File: src/rtl/row_result_collector.sv
// ---------------------------------------------------------------------------
// row_result_collector
//
// Sequences a full classification over the row multiplier. For each row
// 0..NUM_ROWS-1 it pulses begin_mult with row_select = row, waits for the
// multiplier's done_row + w_result_ena strobe, saturates overflowed results
// to all-ones, stores the score in a register file and tracks the running
// argmax. At the end it reports the winning class, its score and a sticky
// overflow summary.
//
// Ports:
//   clk, rst          - clock (rising edge), asynchronous active-high reset
//   start_classify    - request a classification (sampled only in IDLE)
//   begin_mult        - one-cycle pulse starting one row multiply
//   row_select        - row index, stable from ISSUE until capture
//   done_row          - multiplier row-complete strobe
//   w_result_ena      - multiplier result-valid (may linger one extra cycle)
//   row_result        - multiplier accumulated result
//   overflow          - multiplier result overflow bit
//   busy              - high in every state except IDLE
//   classify_done     - one-cycle pulse when class_out/class_score are valid
//   class_out         - index of the highest-scoring row
//   class_score       - score of class_out
//   any_overflow      - at least one row saturated in the last classification
//   score_rd_sel      - register-file read index
//   score_rd_data     - combinational register-file read (0 when out of range)
//   timeout_err       - sticky watchdog abort flag
//
// Build option:
//   ROW_COLLECTOR_WATCHDOG_EN - when defined, a 10-bit counter aborts a WAIT
//   that lasts TIMEOUT_CYCLES cycles, sets timeout_err and returns to IDLE.
//   When undefined, WAIT lasts indefinitely and timeout_err is tied 0.
// ---------------------------------------------------------------------------
module row_result_collector #(
  parameter int NUM_ROWS       = 10,
  parameter int RESULT_W       = 32,
  parameter int TIMEOUT_CYCLES = 1023
) (
  input  logic                clk,
  input  logic                rst,
  input  logic                start_classify,
  output logic                begin_mult,
  output logic [3:0]          row_select,
  input  logic                done_row,
  input  logic                w_result_ena,
  input  logic [RESULT_W-1:0] row_result,
  input  logic                overflow,
  output logic                busy,
  output logic                classify_done,
  output logic [3:0]          class_out,
  output logic [RESULT_W-1:0] class_score,
  output logic                any_overflow,
  input  logic [3:0]          score_rd_sel,
  output logic [RESULT_W-1:0] score_rd_data,
  output logic                timeout_err
);

  typedef enum logic [1:0] {
    S_IDLE,
    S_ISSUE,
    S_WAIT,
    S_DONE
  } state_t;

  localparam logic [3:0] LAST_IDX   = 4'(NUM_ROWS - 1);
  localparam logic [4:0] NUM_ROWS_W = 5'(NUM_ROWS);

  state_t              r_state;
  logic [3:0]          r_idx;
  logic [3:0]          r_best_idx;
  logic [RESULT_W-1:0] r_best_score;
  logic [3:0]          r_class_out;
  logic [RESULT_W-1:0] r_class_score;
  logic                r_begin_mult;
  logic                r_busy;
  logic                r_classify_done;
  logic                r_any_overflow;
  logic [RESULT_W-1:0] r_regfile [NUM_ROWS];

`ifdef ROW_COLLECTOR_WATCHDOG_EN
  localparam logic [9:0] WD_LIMIT = 10'(TIMEOUT_CYCLES - 1);
  logic [9:0] r_wd_cnt;
  logic       r_timeout_err;
`endif

  logic                w_capture;
  logic [RESULT_W-1:0] w_score;
  logic                w_new_best;

  // A capture needs both strobes together; the lingering w_result_ena cycle
  // arrives with done_row low (and after we have left WAIT anyway).
  assign w_capture  = (r_state == S_WAIT) && done_row && w_result_ena;
  assign w_score    = overflow ? '1 : row_result;
  // Row 0 always seeds the argmax; strict compare keeps the lower index on ties.
  assign w_new_best = (r_idx == 4'd0) || (w_score > r_best_score);

  // NOTE: sequential state is updated with non-blocking assignments only, so
  // every register sees the pre-edge value of every other register.
  always_ff @(posedge clk or posedge rst) begin
    if (rst) begin
      r_state         <= S_IDLE;
      r_idx           <= '0;
      r_best_idx      <= '0;
      r_best_score    <= '0;
      r_class_out     <= '0;
      r_class_score   <= '0;
      r_begin_mult    <= 1'b0;
      r_busy          <= 1'b0;
      r_classify_done <= 1'b0;
      r_any_overflow  <= 1'b0;
`ifdef ROW_COLLECTOR_WATCHDOG_EN
      r_wd_cnt        <= '0;
      r_timeout_err   <= 1'b0;
`endif
    end else begin
      r_begin_mult    <= 1'b0;
      r_classify_done <= 1'b0;
      case (r_state)
        S_IDLE: begin
          if (start_classify) begin
            r_state        <= S_ISSUE;
            r_idx          <= '0;
            r_best_idx     <= '0;
            r_best_score   <= '0;
            r_any_overflow <= 1'b0;
            r_begin_mult   <= 1'b1;
            r_busy         <= 1'b1;
`ifdef ROW_COLLECTOR_WATCHDOG_EN
            r_timeout_err  <= 1'b0;
`endif
          end
        end

        S_ISSUE: begin
          r_state <= S_WAIT;
`ifdef ROW_COLLECTOR_WATCHDOG_EN
          r_wd_cnt <= '0;
`endif
        end

        S_WAIT: begin
          if (w_capture) begin
            r_any_overflow <= r_any_overflow | overflow;
            if (w_new_best) begin
              r_best_score <= w_score;
              r_best_idx   <= r_idx;
            end
            if (r_idx == LAST_IDX) begin
              // Results are loaded on the edge into DONE so they are valid
              // during the classify_done pulse.
              r_state         <= S_DONE;
              r_class_out     <= w_new_best ? r_idx : r_best_idx;
              r_class_score   <= w_new_best ? w_score : r_best_score;
              r_classify_done <= 1'b1;
            end else begin
              r_state      <= S_ISSUE;
              r_idx        <= r_idx + 4'd1;
              r_begin_mult <= 1'b1;
            end
          end
`ifdef ROW_COLLECTOR_WATCHDOG_EN
          else if (r_wd_cnt == WD_LIMIT) begin
            r_state       <= S_IDLE;
            r_busy        <= 1'b0;
            r_timeout_err <= 1'b1;
          end else begin
            r_wd_cnt <= r_wd_cnt + 10'd1;
          end
`endif
        end

        S_DONE: begin
          r_state <= S_IDLE;
          r_busy  <= 1'b0;
        end

        default: begin
          r_state <= S_IDLE;
          r_busy  <= 1'b0;
        end
      endcase
    end
  end

  // NOTE: the score register file is deliberately cleared by reset so reads
  // after reset return 0 rather than stale scores.
  always_ff @(posedge clk or posedge rst) begin
    if (rst) begin
      for (int i = 0; i < NUM_ROWS; i++) r_regfile[i] <= '0;
    end else if (w_capture) begin
      r_regfile[r_idx] <= w_score;
    end
  end

  // Read is from the registered array, so a same-cycle write is not visible.
  assign score_rd_data = ({1'b0, score_rd_sel} < NUM_ROWS_W) ? r_regfile[score_rd_sel] : '0;

  assign begin_mult    = r_begin_mult;
  assign row_select    = r_idx;
  assign busy          = r_busy;
  assign classify_done = r_classify_done;
  assign class_out     = r_class_out;
  assign class_score   = r_class_score;
  assign any_overflow  = r_any_overflow;

`ifdef ROW_COLLECTOR_WATCHDOG_EN
  assign timeout_err = r_timeout_err;
`else
  assign timeout_err = 1'b0;
`endif

endmodule

File: config.mk
export PLATFORM = sky130hd
export DESIGN_NAME = row_result_collector
export DESIGN_NICKNAME = d
export VERILOG_FILES = /design/src/rtl/row_result_collector.sv
export SDC_FILE = /design/constraint.sdc
export NUM_CORES = 1
export LEC_CHECK = 0
export ABC_AREA = 0
export BUFFER_PORTS_ARGS = -buffer_cell sky130_fd_sc_hd__buf_2
export CORE_ASPECT_RATIO = 0.5
export CORE_UTILIZATION = 40
export DETAILED_ROUTE_END_ITERATION = 8
export SLEW_MARGIN = 15
export SYNTH_ARGS = -nofsm -noshare
export SYNTH_HDL_FRONTEND = slang
export SYNTH_SLANG_ARGS = --single-unit
File: constraint.sdc
create_clock -name clk -period 31.3 [get_ports clk]
set_input_delay 4.695 -clock clk [delete_from_list [all_inputs] [get_ports clk]]
set_output_delay 4.695 -clock clk [all_outputs]
set_load 0.005 [all_outputs]
==> metrics <==
status finished, final reports clean; Layout Nets 2009; setup TNS 0 ns; number of iterations in the first detailed-routing pass 5; commonest non-fill, non-tap cell in the layout dfrtp_1; CTS HTree Levels 2; clock transition at the registers of the reported paths 0.06 ns; CTS tree yes; CTS sink cnt 402; cts bufs inserted 40; number of synthesis warnings 0; Port Buffer Count 117; Total GRT Usage 21.47%; FMAX 0.08330 GHz; Slew HR 23.89%; EDFF count, synth 0; PD cells 70.35 nW/µm²; final setup margin 19.30 ns; worst path cell trace buf_6 > buf_4 > mux4_2 > a221oi_1 > a21oi_1 > buf_2; critical path class input port to output port; Final Setup Violations 0; Async S/R FF share, synth 100.0%; Synth Cell Area 19150 µm²; Met2 Wirelength 23.28 mm; Post-Layout Cell Count 2601; WP data required 26.61 ns; most frequent cells in the layout 402 x dfrtp_1, 374 x nand2_1, 295 x o21ai_0, 115 x buf_2, 108 x nor2_1; gr ovfl total 0; Die W 311.5 µm; fin. max-slew vios 0; Setup Fix Bufs, Post-CTS 0; Final ANT Viol Nets 0; Chip Height 156.7 µm; worst-path maximum fanout 51; FF+latch count, synth 402; vias in the first global route 14130; cts repair resizes 0; critical path's slowest cell buf_4; Worst Tran Pin Value 1.138 ns; area of the core 47020 µm²; starting density of the core 40.74%; Clock Skew 0.01475 ns; DR top layer met4; first-pass GRT wire length 82.33 mm; Detailed Place HPWL 30.83 mm; detailed-route via count 14308; max incr delay on CP 0.83 ns; DRT iter0 DRCs 1409; largest net degree at the start of global routing 104; Design Power 1.518 mW; CP Capture Type output port; DRC 0; hold_buf cts 0; Fin Hold WS 0.4723 ns; Layout area overhead 12.68%; Synth cell types 50; met3 wire length 2.312 mm; pre-CTS WS 19.25 ns; RSZ-0062 raised after global routing false; io pins 119; Synth Instances 1901; DR vias/cell 5.501; Hold Vio Cnt, Final 0; VDD IR-drop max 40.69 µV; initial antenna violation count 3; clk buf depth 3; Core Rows 56; Top FF cell, synth dfrtp_1; DRT Wirelength 51.57 mm; Mapped Avg Cell Area 10.07 µm²; die area 48810 µm²; HP Class register to register; max cap viols 0; root buffer cell clkbuf_16; syn_nets 1979; CP top delay family buffers and inverters; routability cong. 0.8535; crit path time final 12.00 ns; Final Cycle Share 38.35%; Leak 9.913 nW; FILL cells 4440; clock latency on the worst-skew pair 0.55 ns; wire length on met1 25.00 mm; Crit path arrival time 7.31 ns; Cells after DPL 2526; layout cell share with drive strength beyond 1 19.69%; Routed wire per std cell 19.83 µm; Critical Path Start Type input port; R2R Setup Slk 27.54 ns; worst path buffer plus inverter count 3; sequential area share after synthesis 52.52%
synthesized netlist by cell type (6+ instances only):
library cell,count,area (µm²)
nand3_1,11,55.05
mux4_2,64,1441
nand4_1,40,250.2
clkbuf_1,148,555.5
buf_2,16,80.08
o21ai_0,295,1476
nor2_1,110,412.9
buf_1,6,22.52
ha_1,36,450.4
o31ai_2,10,125.1
o221ai_2,29,435.4
and3_1,32,200.2
nand2_1,379,1423
inv_1,70,262.8
a221oi_1,35,306.5
a31oi_1,32,200.2
dfrtp_1,402,10060
o31ai_1,22,165.2
mux2_2,33,371.6
a21oi_1,77,385.4
final timing paths:
path                       depth (start not counted)        startpoint               end
min                                                2    class_score[2]    class_score[2]
max in group asynchronous                          6               rst     r_regfile[15]
min in group asynchronous                          2               rst   class_score[23]
max                                                6   score_rd_sel[0]  score_rd_data[2]
min reg2reg                                        2    class_score[2]    class_score[2]
max reg2reg                                        9  r_best_score[26]      class_out[1]
metrics by stage:
step | instance area, µm² | util [%]
2_1_floorplan | 19150 | -
3_3_place_gp | 20220 | 43.01
3_5_place_dp | 20220 | 43.01
4_1_cts | 21550 | 45.83
5_1_grt | 21580 | 45.90
6_report | 21580 | 45.90
final cells by class:
type | count | area [µm²] | area share, %
diodes | 3 | 7.507 | 0.03479
clock buffers | 62 | 1236 | 5.728
well taps | 638 | 798.3 | 3.699
repair buffers | 166 | 982.2 | 4.551
multi-input cells | 1250 | 8137 | 37.70
clock inverters | 9 | 86.33 | 0.4000
flip-flops and latches | 402 | 10060 | 46.61
inverters | 71 | 274.0 | 1.270
metal layers:
layer  vias to the layer above  GRT usage (%)
li1                       6760              -
met3                        72          3.194
met1                      7206          31.59
met5                         -              0
met2                       270          33.38
met4                         0          5.067
registers in the layout (all words and copies together), names as in the netlist:
| name | flops |
|---|---|
| r_best_score | 32 |
| classify_done | 1 |
| busy | 1 |
| any_overflow | 1 |
| r_regfile | 320 |
| class_score | 32 |
| row_select | 4 |
| r_best_idx | 4 |
| class_out | 4 |
| r_state | 2 |
| begin_mult | 1 |
cells by family (layout without fill, tap and decap cells):
kind of cell | count (synthesis) | count (layout) | synth area share, %
adders and majority gates | 36 | 36 | 2.352
AOI/OAI and AO/OA | 521 | 521 | 17.31
buffers and inverters | 249 | 308 | 5.239
xor gates and xnor gates | 3 | 3 | 0.1372
and+or+nand+nor | 592 | 592 | 12.95
muxes | 97 | 97 | 9.466
other | 1 | 4 | 0.01958
DFF | 402 | 402 | 52.52
power breakdown:
group	switching, mW	internal [mW]
clock	0.208	0.280
combinational	0.202	0.140
sequential	0.0631	0.625
total	0.473	1.04
worst min-delay path: stages, from the launching register on:
cell and delay, ns:
dfrtp_1 0.34, nand2_1 0.05, o31ai_1 0.05
Note: power is estimated with default switching activity, not from simulation.
